<file path="src/rtl/sum_seg_display.sv">
// Purpose : captures the adder result {cout,s} on load, converts it to two BCD digits
//           with a 5-step sequential double-dabble, and scans them onto a 2-digit 7-seg display.
// Latency : busy for 5 cycles after an accepted load; new digits reach seg/an one cycle after busy falls.
// Backpressure: load is ignored (not queued) while busy is high.
//
// Ports:
//   clk, rst      : clock, asynchronous active-high reset
//   s[3:0], cout  : adder sum and carry-out, captured together as a 5-bit value
//   load          : capture strobe, honoured only while busy is low
//   busy          : conversion in progress
//   seg[6:0]      : segments {g,f,e,d,c,b,a}, active-low
//   dp            : decimal point (carry indicator on the ones digit), active-low
//   an[1:0]       : digit enables, active-low; an[0] = ones, an[1] = tens
module sum_seg_display #(
    parameter int REFRESH_DIV = 50000
) (
    input  logic       clk,
    input  logic       rst,
    input  logic [3:0] s,
    input  logic       cout,
    input  logic       load,
    output logic       busy,
    output logic [6:0] seg,
    output logic       dp,
    output logic [1:0] an
);

    localparam int RW = $clog2(REFRESH_DIV);

    typedef enum logic [1:0] {
        BLANK = 2'd0,
        CONV  = 2'd1,
        SHOW  = 2'd2
    } state_t;

    state_t state, state_nx;

    // conversion datapath
    logic [4:0] val_sh;     // captured value, shifted out MSB-first
    logic [7:0] bcd;        // {tens nibble, ones nibble}
    logic [7:0] bcd_adj;
    logic [7:0] bcd_nx;
    logic [2:0] step;
    logic       cf;
    logic       capture;
    logic       finish;

    // display registers
    logic [1:0] tens_r;
    logic [3:0] ones_r;
    logic       has_res;

    // scan
    logic [RW-1:0] rcnt;
    logic          sel;

    // next output values
    logic [6:0] seg_nx;
    logic [1:0] an_nx;
    logic       dp_nx;

    function automatic logic [6:0] seg_code(input logic [3:0] d);
        logic [6:0] c;
        case (d)
            4'd0:    c = 7'b1000000;
            4'd1:    c = 7'b1111001;
            4'd2:    c = 7'b0100100;
            4'd3:    c = 7'b0110000;
            4'd4:    c = 7'b0011001;
            4'd5:    c = 7'b0010010;
            4'd6:    c = 7'b0000010;
            4'd7:    c = 7'b1111000;
            4'd8:    c = 7'b0000000;
            4'd9:    c = 7'b0010000;
            default: c = 7'b1111111;
        endcase
        return c;
    endfunction

    assign busy = (state == CONV);

    // ---------------- FSM ----------------
    always_ff @(posedge clk or posedge rst) begin
        if (rst) state <= BLANK;
        else     state <= state_nx;
    end

    always_comb begin
        state_nx = state;
        capture  = 1'b0;
        finish   = 1'b0;
        case (state)
            BLANK, SHOW: begin
                if (load) begin
                    capture  = 1'b1;
                    state_nx = CONV;
                end
            end
            CONV: begin
                // step counts completed steps; the fifth step is taken while it reads 4
                if (step == 3'd4) begin
                    finish   = 1'b1;
                    state_nx = SHOW;
                end
            end
            default: state_nx = BLANK;
        endcase
    end

    // ---------------- double-dabble step ----------------
    // The tens nibble can never reach 5 for a 5-bit input, so its adjust is
    // kept only to make the step a faithful add-3-then-shift.
    always_comb begin
        bcd_adj = bcd;
        if (bcd[3:0] >= 4'd5) bcd_adj[3:0] = bcd[3:0] + 4'd3;
        if (bcd[7:4] >= 4'd5) bcd_adj[7:4] = bcd[7:4] + 4'd3;
        bcd_nx = {bcd_adj[6:0], val_sh[4]};
    end

    always_ff @(posedge clk or posedge rst) begin
        if (rst) begin
            val_sh  <= '0;
            bcd     <= '0;
            step    <= '0;
            cf      <= 1'b0;
            tens_r  <= '0;
            ones_r  <= '0;
            has_res <= 1'b0;
        end else if (capture) begin
            val_sh <= {cout, s};
            cf     <= cout;
            bcd    <= '0;
            step   <= '0;
        end else if (state == CONV) begin
            val_sh <= {val_sh[3:0], 1'b0};
            bcd    <= bcd_nx;
            step   <= step + 3'd1;
            if (finish) begin
                tens_r  <= bcd_nx[5:4];
                ones_r  <= bcd_nx[3:0];
                has_res <= 1'b1;
            end
        end
    end

    // ---------------- scan ----------------
    // free-running in every state; loads never disturb the scan phase
    always_ff @(posedge clk or posedge rst) begin
        if (rst) begin
            rcnt <= '0;
            sel  <= 1'b0;
        end else if (rcnt == RW'(REFRESH_DIV - 1)) begin
            rcnt <= '0;
            sel  <= ~sel;
        end else begin
            rcnt <= rcnt + 1'b1;
        end
    end

    // ---------------- output stage ----------------
    // Old digits stay visible during a conversion; before the first result
    // (BLANK, or the first CONV) the display is dark.
    always_comb begin
        seg_nx = 7'b1111111;
        an_nx  = 2'b11;
        dp_nx  = 1'b1;
        if (state != BLANK && has_res) begin
            if (!sel) begin
                an_nx  = 2'b10;
                seg_nx = seg_code(ones_r);
                dp_nx  = ~cf;
            end else if (tens_r != 2'd0) begin
                an_nx  = 2'b01;
                seg_nx = seg_code({2'b00, tens_r});
            end
        end
    end

    always_ff @(posedge clk or posedge rst) begin
        if (rst) begin
            seg <= 7'b1111111;
            an  <= 2'b11;
            dp  <= 1'b1;
        end else begin
            seg <= seg_nx;
            an  <= an_nx;
            dp  <= dp_nx;
        end
    end

endmodule

</file>
<file path="config.mk">
export PLATFORM = sky130hd
export DESIGN_NAME = sum_seg_display
export DESIGN_NICKNAME = d
export VERILOG_FILES = /design/src/rtl/sum_seg_display.sv
export SDC_FILE = /design/constraint.sdc
export NUM_CORES = 1
export LEC_CHECK = 0
export ABC_AREA = 1
export BUFFER_PORTS_ARGS = -buffer_cell sky130_fd_sc_hd__buf_2
export CORE_MARGIN = 8
export CORE_UTILIZATION = 40
export CTS_CLUSTER_DIAMETER = 100
export DETAILED_ROUTE_END_ITERATION = 16
export SLEW_MARGIN = 20
export SYNTH_ARGS = -nofsm -noshare
export SYNTH_HDL_FRONTEND = slang
export SYNTH_SLANG_ARGS = --single-unit
</file>
<file path="constraint.sdc">
create_clock -name clk -period 2.05 [get_ports clk]
set_input_delay 0.205 -clock clk [delete_from_list [all_inputs] [get_ports clk]]
set_output_delay 0.205 -clock clk [all_outputs]
set_load 0.03 [all_outputs]
</file>
==> summary.txt <==
status: completed
Slowest-stage cell, CP: dfrtp_1
Max FO, Critical Path: 8
Cell variety after synth: 30
boundary pin count: 19
synthesized area: 2660 um2
CTS clock-pin slew for the worst setup and hold paths: 100 ps
WP buf/inv: 3
WL per Instance: 11.6 um
post-synthesis cell type with the largest combined area: dfrtp_1
Hold EP: state[1]$_DFFE_PP0P_
final worst path period need: 1640 ps
Syn. warnings: 0
Hold Path Origin: load
DR iter-0 viols: 51
Horiz. Die Dim: 97.5 um
type of the tightest min-delay check: in2reg
clock sinks: 53
WL met1: 2.54 mm
Ant. Diodes: 0
VDD IR max: 0.000789 V
Initial Util: 41.6%
first-pass GRT wire length: 8.67 mm
CP most frequent cell: inv_1
crit path cell chain: inv_1 > nand2_2 > inv_1 > buf_2
vias in the first global route: 1907
Slew HR: 62.3%
FMAX: 0.608 GHz
die area: 9510 um2
Layout Skew: 10.5 ps
post-layout util: 46.5%
layout cells sized above 1: 14.7%
delay of the slowest cell on the worst path: 390 ps
RSZ-0062 raised after global routing: false
# H-tree levels: 2
Max Cap Violations: 0
Setup Crit Path Kind: reg2out
Gate Count Post-Synth: 320
standard-cell rows: 29
async set or reset register ratio after synthesis: 100%
DR WL met2: 2.05 mm
Final Wtd Congestion: 0.811
WHS Path Cells: 2
DRC violations left: 0
max-slew violations: 0
CTS tree: yes
Setup TNS: 0 ps
commonest non-fill, non-tap cell in the layout: nand2_1
FF+latch count, synth: 53
Pre-antenna DRT Iters: 4
commonest non-fill, non-tap cells in the layout: 86 x nand2_1, 45 x inv_1, 43 x dfrtp_1, 36 x nor2_1, 20 x nand3_1
Post-synth EDFFs: 0
Slew @ Worst Pin: 559 ps
register area share after synthesis: 50.4%
largest net degree at the start of global routing: 29
number of buffers created by CTS: 5
Top delay family on crit path: buffers and inverters
antenna viol nets, final: 0
R2R Setup Slk: 590 ps
fin crit share: 80.2%
setup repair bufs after CTS: 0
Clk Latency, worst-skew pair: 310 ps
Power per Cell Area: 1330 nW/um2
CP Capture Type: primary output
Fin. Hold Viols: 0
syn avg cell area: 8.30 um2
Final nets: 365
Setup violations, final: 0
gr ovfl total: 0
worst r2r src: bcd[0]$_DFFE_PP0P_
Synth top area share: 40.5%
PostCTS Resize Cnt: 0
worst path required time: 1850 ps
all-layer global routing usage: 10.9%
number of I/O port buffers: 18
area of the core: 6390 um2
highest metal used: met4
Area growth syn-to-layout: 11.7%
Main synth FF type: dfrtp_1
Vias per Instance: 4.71
Pleak: 0.00149 uW
syn_nets: 340
Critical Path Source Type: flip-flop
ranking of synthesized cells by area: dfrtp_1 40%, nand2_1 12%, dfstp_2 9.9%
crit path DAT: 1440 ps
final WL: 4.89 mm
dpl hpwl: 3.66 mm
fill count: 645
worst reg2reg endpoint: ones_r[1]$_DFFE_PP0P_
initial antenna violation count: 0
Die H: 97.5 um
CTS Root Cell: clkbuf_8
vias: 1994
DR WL met3: 236 um
CTS Buffer Depth: 2
cells on worst reg2reg path: 9
## state kept, by name (all words and copies together), names as in the netlist
register and count:
an 2, bcd 8, cf 1, dp 1, has_res 1, ones_r 4
rcnt 16, seg 7, sel 1, state 2, step 3, tens_r 2
val_sh 5
## worst reg2reg max path, stage by stage (launching register included)
cell	delay (ps)
dfrtp_1	420
inv_1	110
ha_1	200
inv_1	50
o21ai_0	190
nand2_1	110
inv_1	80
nand2_1	60
nand3_1	80
nand2_1	50
## power breakdown
group	internal, uW	switching (uW)
Clock	367	344
Combinational	527	1080
Sequential	1430	199
Total	2320	1620
## cells in the mapped netlist, drive strengths merged (2+ instances only)
master  count
a21oi       5
ha         12
o22ai       3
nor2       41
a31oi       2
buf         3
nand3b      2
dfrtp      43
nand3      20
o211ai      3
nand2      91
inv        48
dfstp      10
o21ai      20
xor2        9
## worst max path at each step
stage / start / end / cells after the start
final: state[1]$_DFFE_PP0P_ / busy / 4
after global routing: state[1]$_DFFE_PP0P_ / busy / 4
after CTS: state[1]$_DFFE_PP0P_ / busy / 4
after detailed placement: bcd[0]$_DFFE_PP0P_ / bcd[1]$_DFFE_PP0P_ / 9
after global placement: bcd[0]$_DFFE_PP0P_ / ones_r[2]$_DFFE_PP0P_ / 9
after floorplan: rst / bcd[0]$_DFFE_PP0P_ / 1
## metrics by stage
| step | hold slack (ps) | total power, uW | instance area, um2 | setup slack (ps) | std cells |
|---|---|---|---|---|---|
| 2_1_floorplan | 300 | 2860 | 2660 | 575 | 320 |
| 3_3_place_gp | 298 | 3240 | 2850 | 666 | 414 |
| 3_5_place_dp | 301 | 3270 | 2850 | 613 | 414 |
| 4_1_cts | 83.8 | 4010 | 2970 | 366 | 423 |
| 5_1_grt | 94.1 | 4320 | 2970 | 259 | 423 |
| 6_report | 103 | 3950 | 2970 | 406 | 423 |
## area by class of cell
type	instances	area, um2	area share (%)
inverter	48	180	6.07
clock inverter	2	38.8	1.31
tap	77	96.3	3.24
timing repair buffer	21	128	4.30
multi-input combinational	216	1110	37.5
sequential	53	1340	45.1
clock buffer	6	72.6	2.44
## layer usage
metal  vias to the layer above  global-route usage [%]
met2                        30                    15.5
met3                         4                    3.70
met1                       915                    14.8
li1                       1045                       -
met5                         -                       0
met4                         0                    3.61
## logic make-up after synthesis
group | synth area share (%)
AO/OA/AOI/OAI | 7.96
XOR/XNOR | 2.97
adder cells (fa/ha/maj) | 5.65
buffers and inverters | 7.67
flip-flops | 50.4
AND/OR/NAND/NOR | 25.4
## repair_timing
item                                    in CTS  in global routing
hold buffers                                 1                  0
endpoints found under the hold margin       16                  0
endpoints found under the setup margin       0                  0
(Power assumes the default switching activity.)
